===== src/rtl/peripheral_noc_router_pkg.sv =====
// Shared types and width helpers for the credit-based NoC router output stage.
package peripheral_noc_router_pkg;

   typedef enum logic { ARB_PACKET = 1'b0, ARB_FLIT = 1'b1 } vc_arb_mode_e;

   typedef enum logic { VC_OPEN = 1'b0, VC_HELD = 1'b1 } vc_state_e;

   // Index width for n entries; never zero so single-entry configs still get a 1-bit select.
   function automatic int cw(input int n);
      return (n > 1) ? $clog2(n) : 1;
   endfunction

   // Counter width able to hold 0..max_val inclusive (FIFO occupancy, credit).
   function automatic int cnt_w(input int max_val);
      return $clog2(max_val + 1);
   endfunction

endpackage


===== src/rtl/peripheral_noc_router_output_vc.sv =====
// Per-VC input stage: packet-atomic round-robin mux over the router inputs feeding a flit FIFO.
module peripheral_noc_router_output_vc
   import peripheral_noc_router_pkg::*;
#(
   parameter int FLIT_WIDTH   = 32,
   parameter int INPUTS       = 7,
   parameter int BUFFER_DEPTH = 4
) (
   input  logic                              clk,
   input  logic                              rst,
   input  logic [INPUTS-1:0][FLIT_WIDTH-1:0] in_flit,
   input  logic [INPUTS-1:0]                 in_last,
   input  logic [INPUTS-1:0]                 in_valid,
   output logic [INPUTS-1:0]                 in_ready,
   input  logic                              pop,
   output logic                              head_valid,
   output logic [FLIT_WIDTH-1:0]             head_flit,
   output logic                              head_last
);

   localparam int IW = cw(INPUTS);
   localparam int PW = cw(BUFFER_DEPTH);
   localparam int CW = cnt_w(BUFFER_DEPTH);

   logic [IW-1:0]     rr_ptr, lock_idx, sel, idx;
   logic              locked, sel_found, can_push, push;
   logic [FLIT_WIDTH:0] mem [BUFFER_DEPTH];
   logic [PW-1:0]     wr_ptr, rd_ptr;
   logic [CW-1:0]     count;

   always_comb begin
      sel       = lock_idx;
      sel_found = locked;
      idx       = '0;
      if (!locked) begin
         for (int k = 0; k < INPUTS; k++) begin
            idx = IW'((int'(rr_ptr) + k) % INPUTS);
            if (!sel_found && in_valid[idx]) begin
               sel_found = 1'b1;
               sel       = idx;
            end
         end
      end
   end

   // A pop frees the slot in the same cycle, so a full FIFO can still accept; nothing enters during reset.
   assign can_push = rst && ((count != CW'(BUFFER_DEPTH)) || pop);

   always_comb begin
      in_ready = '0;
      if (sel_found && can_push) in_ready[sel] = 1'b1;
   end

   assign push       = in_valid[sel] && in_ready[sel];
   assign head_valid = (count != '0);
   assign {head_last, head_flit} = mem[rd_ptr];

   always_ff @(posedge clk) begin
      if (push) mem[wr_ptr] <= {in_last[sel], in_flit[sel]};
   end

   always_ff @(posedge clk) begin
      if (!rst) begin
         rr_ptr   <= '0;
         lock_idx <= '0;
         locked   <= 1'b0;
         wr_ptr   <= '0;
         rd_ptr   <= '0;
         count    <= '0;
      end else begin
         if (push) begin
            wr_ptr <= (wr_ptr == PW'(BUFFER_DEPTH - 1)) ? '0 : wr_ptr + 1'b1;
            if (in_last[sel]) begin
               locked <= 1'b0;
               rr_ptr <= (sel == IW'(INPUTS - 1)) ? '0 : sel + 1'b1;
            end else begin
               locked   <= 1'b1;
               lock_idx <= sel;
            end
         end
         if (pop) rd_ptr <= (rd_ptr == PW'(BUFFER_DEPTH - 1)) ? '0 : rd_ptr + 1'b1;
         case ({push, pop})
            2'b10:   count <= count + 1'b1;
            2'b01:   count <= count - 1'b1;
            default: count <= count;
         endcase
      end
   end

endmodule


===== src/rtl/peripheral_noc_router_output_credit.sv =====
// Credit-based router output port: per-VC input stages, a VC arbiter onto one link, per-VC credit counters.
//   state   | meaning
//   VC_OPEN | no VC owns the link; round robin among eligible VCs each cycle
//   VC_HELD | packet mode only: lock_vc owns the link until its last flit is sent
module peripheral_noc_router_output_credit
   import peripheral_noc_router_pkg::*;
#(
   parameter int FLIT_WIDTH   = 32,
   parameter int VCHANNELS    = 7,
   parameter int INPUTS       = 7,
   parameter int BUFFER_DEPTH = 4,
   parameter int CREDITS      = 4,
   parameter int VC_ARB_MODE  = 0
) (
   input  logic                                             clk,
   input  logic                                             rst,
   input  logic [VCHANNELS-1:0][INPUTS-1:0][FLIT_WIDTH-1:0] in_flit,
   input  logic [VCHANNELS-1:0][INPUTS-1:0]                 in_last,
   input  logic [VCHANNELS-1:0][INPUTS-1:0]                 in_valid,
   output logic [VCHANNELS-1:0][INPUTS-1:0]                 in_ready,
   output logic [FLIT_WIDTH-1:0]                            out_flit,
   output logic                                             out_last,
   output logic [VCHANNELS-1:0]                             out_valid,
   input  logic [VCHANNELS-1:0]                             out_credit
);

   localparam int VW = cw(VCHANNELS);
   localparam int KW = cnt_w(CREDITS);
   localparam bit FLIT_MODE = (VC_ARB_MODE == int'(ARB_FLIT));

   vc_state_e            state, state_nxt;
   logic [VW-1:0]        lock_vc, vc_ptr, win, cand;
   logic                 send;
   logic [VCHANNELS-1:0] head_valid, head_last, pop, eligible;
   logic [FLIT_WIDTH-1:0] head_flit [VCHANNELS];
   logic [KW-1:0]        credit [VCHANNELS];

   for (genvar v = 0; v < VCHANNELS; v++) begin : g_vc
      peripheral_noc_router_output_vc #(
         .FLIT_WIDTH  (FLIT_WIDTH),
         .INPUTS      (INPUTS),
         .BUFFER_DEPTH(BUFFER_DEPTH)
      ) u_vc (
         .clk       (clk),
         .rst       (rst),
         .in_flit   (in_flit[v]),
         .in_last   (in_last[v]),
         .in_valid  (in_valid[v]),
         .in_ready  (in_ready[v]),
         .pop       (pop[v]),
         .head_valid(head_valid[v]),
         .head_flit (head_flit[v]),
         .head_last (head_last[v])
      );
   end

   always_comb begin
      for (int v = 0; v < VCHANNELS; v++) begin
         eligible[v] = head_valid[v] && (credit[v] != '0);
         pop[v]      = send && (win == VW'(v));
      end
   end

   always_ff @(posedge clk) begin
      if (!rst) state <= VC_OPEN;
      else      state <= state_nxt;
   end

   always_comb begin
      state_nxt = state;
      if (FLIT_MODE)  state_nxt = VC_OPEN;
      else if (send)  state_nxt = head_last[win] ? VC_OPEN : VC_HELD;
   end

   // A held VC that runs out of credits or flits blocks the link rather than yielding it.
   always_comb begin
      send = 1'b0;
      win  = lock_vc;
      cand = '0;
      if (state == VC_HELD) begin
         send = eligible[lock_vc];
      end else begin
         for (int k = 0; k < VCHANNELS; k++) begin
            cand = VW'((int'(vc_ptr) + k) % VCHANNELS);
            if (!send && eligible[cand]) begin
               send = 1'b1;
               win  = cand;
            end
         end
      end
   end

   always_ff @(posedge clk) begin
      if (!rst) begin
         lock_vc   <= '0;
         vc_ptr    <= '0;
         out_valid <= '0;
         out_flit  <= '0;
         out_last  <= 1'b0;
         for (int v = 0; v < VCHANNELS; v++) credit[v] <= KW'(CREDITS);
      end else begin
         out_valid <= '0;
         if (send) begin
            lock_vc   <= win;
            out_valid <= VCHANNELS'(1) << win;
            out_flit  <= head_flit[win];
            out_last  <= head_last[win];
            if (FLIT_MODE || head_last[win])
               vc_ptr <= (win == VW'(VCHANNELS - 1)) ? '0 : win + 1'b1;
         end
         // Return at full credit with no send is a downstream protocol error; saturate.
         for (int v = 0; v < VCHANNELS; v++) begin
            if (pop[v] && !out_credit[v])
               credit[v] <= credit[v] - 1'b1;
            else if (out_credit[v] && !pop[v] && (credit[v] != KW'(CREDITS)))
               credit[v] <= credit[v] + 1'b1;
         end
      end
   end

endmodule


===== config.mk =====
export PLATFORM = sky130hd
export DESIGN_NAME = peripheral_noc_router_output_credit
export DESIGN_NICKNAME = d
export VERILOG_FILES = /design/src/rtl/peripheral_noc_router_pkg.sv /design/src/rtl/peripheral_noc_router_output_vc.sv /design/src/rtl/peripheral_noc_router_output_credit.sv
export SDC_FILE = /design/constraint.sdc
export NUM_CORES = 2
export LEC_CHECK = 0
export BUFFER_PORTS_ARGS = -buffer_cell sky130_fd_sc_hd__buf_2
export CAP_MARGIN = 20
export CORE_AREA = 2 2 690 692
export DETAILED_ROUTE_END_ITERATION = 8
export DIE_AREA = 0 0 692 694
export GPL_TIMING_DRIVEN = 0
export PLACE_DENSITY_LB_ADDON = 0.2
export SLEW_MARGIN = 5
export SYNTH_ARGS = -nofsm -noshare
export SYNTH_HDL_FRONTEND = slang
export SYNTH_SLANG_ARGS = --single-unit

===== constraint.sdc =====
create_clock -name clk -period 19.38 [get_ports clk]
set_input_delay 2.907 -clock clk [delete_from_list [all_inputs] [get_ports clk]]
set_output_delay 2.907 -clock clk [all_outputs]
set_load 0.1 [all_outputs]

==> impl_metrics.json <==
{
  "critPathLaunchType": "flop",
  "cts-resized-gates": 0,
  "ys_types": 122,
  "max-cap-violations": 0,
  "fin_skew_ns": 0.0548,
  "ys.flop_type": "edfxtp_1",
  "max-clock-path-buffers": 4,
  "post-cts-setup-buffers": 0,
  "drcViolationCount": 0,
  "drive_gt1_share_pct": 30.0,
  "cp_slowest_stage_delay_ns": 0.97,
  "required_ns": 16.47,
  "finalNetCount": 11300,
  "end_kind": "output pin",
  "cts.sinks": 1104,
  "met3_usage_pct": 3.25,
  "fin_setup_tns_ns": 0,
  "wl_um": 463000,
  "cts_tree": "done",
  "place_congestion": 0.946,
  "arrival_ns": 11.65,
  "antenna_found_initial": 114,
  "r2r-start": "vc_ptr[0]",
  "path_max_fanout": 11,
  "worstMarginPinSlew_ns": 1.27,
  "dieArea_sq_um": 480000,
  "ys_warn_count": 0,
  "synth_compound_area_share_pct": 16.8,
  "reg2reg_depth": 35,
  "synth_edf_count": 945,
  "grt_usage_pct": 18.4,
  "relSlewSlack_pct": 12.8,
  "synth_seq_cells": 1104,
  "whs_ns": 0.474,
  "synthAdderAreaFrac_pct": 4.06,
  "crit_start": "g_vc[5].u_vc.rr_ptr[0]",
  "final_cell_area_sq_um": 99500,
  "syn_area_per_cell_sq_um": 10.4,
  "dr.pass1.iters": 6,
  "path_class": "flop to output pin",
  "synth_nets": 9332,
  "crit_family": "buffers and inverters",
  "synth_top_family_by_area": "multiplexers",
  "worst-path-stages": 26,
  "clk_pin_slew_ns": 0.05,
  "dpl.cell_count": 15500,
  "numCtsBuffers": 138,
  "grt.overflow.total": 0,
  "regToRegSetupSlack_ns": 8.07,
  "clock.fmax_mhz": 68.7,
  "clockRootBuffer": "clkbuf_16",
  "ioPinCount": 1764,
  "initial_utilization_pct": 16.3,
  "r2r-end": "g_vc[3].u_vc.count[2]",
  "rows": 253,
  "async_flop_share_pct": 0,
  "grt_first_pass_wirelength_um": 611000,
  "grt.met2_usage_pct": 33.2,
  "maxSlewViolCount": 0,
  "synth_simple_gate_area_share_pct": 12.9,
  "core_sq_um": 473000,
  "htree_levels": 4,
  "die_h_um": 694,
  "drt-initial-drc-count": 5559,
  "synth.area.mux_share_pct": 19.9,
  "insertion_delay_ns": 0.83,
  "worst-path-buf-inv": 12,
  "hold_viol_final": 0,
  "rsz0062_at_grt": "no",
  "endpoint": "in_ready[39]",
  "run_status": "finished, final reports clean",
  "fillerInstances": 52300,
  "port-buffer-count": 1746,
  "area_growth_syn_to_layout_pct": 29.3,
  "syn_area_sq_um": 77000,
  "grt_max_degree": 28,
  "vias": 70300,
  "first_global_vias": 70000,
  "ant_nets": 0,
  "chipWidth_um": 692,
  "final_cells": 15800,
  "post_dp_cell_area_sq_um": 95100,
  "wl_per_cell_um": 29.3,
  "whs_path_depth": 2,
  "cp_common_cell": "clkbuf_1",
  "post-dp-hpwl_um": 393000,
  "grt_busiest_layer": "met2",
  "synth_xor_area_share_pct": 1.44,
  "cpMaxStageDelayCell": "o32ai_1",
  "netlist_instances": 7415,
  "min_period_over_period_pct": 75.1,
  "cts_hold_buf": 0,
  "ys_seq_area_share_pct": 41.0,
  "grtUsageMet1_pct": 21.5,
  "setup_viol_count_final": 0,
  "viasPerCell": 4.45,
  "min-delay-path-class": "flop to flop",
  "period_minus_slack_ns": 14.55
}
synthesized netlist by cell type (all sizes together) (24+ instances only):
| cell type | count | share of area, % |
|---|---|---|
| o22ai | 34 | 0.28 |
| nand2 | 755 | 3.7 |
| a221oi | 81 | 0.98 |
| nor3 | 110 | 0.73 |
| o21a | 33 | 0.32 |
| and3 | 33 | 0.27 |
| a211o | 32 | 0.36 |
| a22oi | 39 | 0.38 |
| or2 | 29 | 0.24 |
| nor2b | 102 | 0.83 |
| a21boi | 26 | 0.25 |
| ha | 229 | 3.7 |
| a211oi | 171 | 1.7 |
| o21ai | 386 | 2.5 |
| dfxtp | 159 | 4.1 |
| o211ai | 135 | 1.3 |
| nand2b | 69 | 0.56 |
| mux4 | 265 | 7.8 |
| nand4 | 31 | 0.25 |
| nor2 | 494 | 2.4 |
| a21o | 54 | 0.53 |
| inv | 212 | 1.0 |
| clkbuf | 367 | 1.8 |
| a21oi | 531 | 3.5 |
| xnor2 | 92 | 1.1 |
| or3 | 39 | 0.32 |
| edfxtp | 945 | 37 |
| mux2 | 252 | 3.7 |
| a221o | 24 | 0.31 |
| xor2 | 32 | 0.36 |
| mux2i | 651 | 8.5 |
| a31oi | 53 | 0.47 |
| o31ai | 41 | 0.42 |
| buf | 179 | 1.1 |
| and2 | 69 | 0.56 |
| nand3 | 212 | 1.4 |
layout make-up:
type	instances	area (sq um)	area share, %
Sequential cell	1104	31600	31.7
Antenna cell	47	118	0.118
Clock inverter	63	574	0.577
Multi-Input combinational cell	5549	42500	42.8
Buffer	546	2250	2.26
Clock buffer	184	3710	3.72
Tap cell	6247	7820	7.86
Inverter	216	811	0.815
Timing Repair Buffer	1842	10100	10.2
stage by stage:
stage / setup WS [ns] / utilization (%)
after floorplan: 7.66 / -
after global placement: 5.32 / 19.8
after detailed placement: 5.83 / 20.1
after CTS: 4.91 / 21.0
after global routing: 4.16 / 21.0
final: 4.83 / 21.0
worst min-delay path by stage:
stage | from | to | slack [ns]
6_report | g_vc[6].u_vc.lock_idx[1] | g_vc[6].u_vc.lock_idx[1] | 0.47
5_1_grt | out_last | out_last | 0.50
4_1_cts | g_vc[1].u_vc.rd_ptr[1] | flop | 0.47
3_5_place_dp | g_vc[6].u_vc.lock_idx[1] | g_vc[6].u_vc.lock_idx[1] | 0.47
3_3_place_gp | g_vc[6].u_vc.lock_idx[1] | g_vc[6].u_vc.lock_idx[1] | 0.45
2_1_floorplan | g_vc[6].u_vc.lock_idx[1] | g_vc[6].u_vc.lock_idx[1] | 0.44
layer usage:
metal,share of wire [%],routed length [um],up-vias
met5,0.061,283,-
met4,4.3,20100,44
met3,5.5,25400,543
met2,51,235000,2560
met1,39,182000,34800
li1,-,-,32400
cell families after synthesis:
kind of cell / count (synthesis)
AOI/OAI and AO/OA: 1925
xor gates and xnor gates: 124
adders and majority gates: 242
buffers and inverters: 762
DFF: 1104
muxes: 1168
and+or+nand+nor: 2090
sequential cells by signal, indices dropped and copies added, names as in the netlist, named ones only:
name                count
credit                 21
g_vc.u_vc.count        21
g_vc.u_vc.lock_idx     21
g_vc.u_vc.locked        7
g_vc.u_vc.mem         924
g_vc.u_vc.rd_ptr       14
g_vc.u_vc.rr_ptr       21
g_vc.u_vc.wr_ptr       14
lock_vc                 3
out_flit               32
out_last                1
out_valid               7
state                   1
vc_ptr                  3
cells in the final DEF (no fill, tap or decap), types with 91 or more instances in the layout:
cell type  Yosys  routed
mux2_2       249     249
nor3_1       109     106
nor2_1       491     482
dfxtp_1      159     159
nand2_1      753     753
ha_1         229     229
xnor2_1       91      91
buf_2        110    1860
clkbuf_16      0     138
a21oi_1      526     526
o21ai_0      370     338
inv_1        203     203
a211oi_1     168     168
mux4_2       265     265
edfxtp_1     945     945
clkbuf_1     365     383
mux2i_1      650     649
nor2b_1      102     102
o211ai_1     133     133
nand3_1      212     212
tightest hold or removal path, cell delays in order, from the launching register on:
cell	delay [ns]
dfxtp_1	0.31
nand2_1	0.06
mux2i_1	0.06
Power is not shown: default switching activity piles up to over one toggle a cycle in this logic, so the estimate is an artifact.
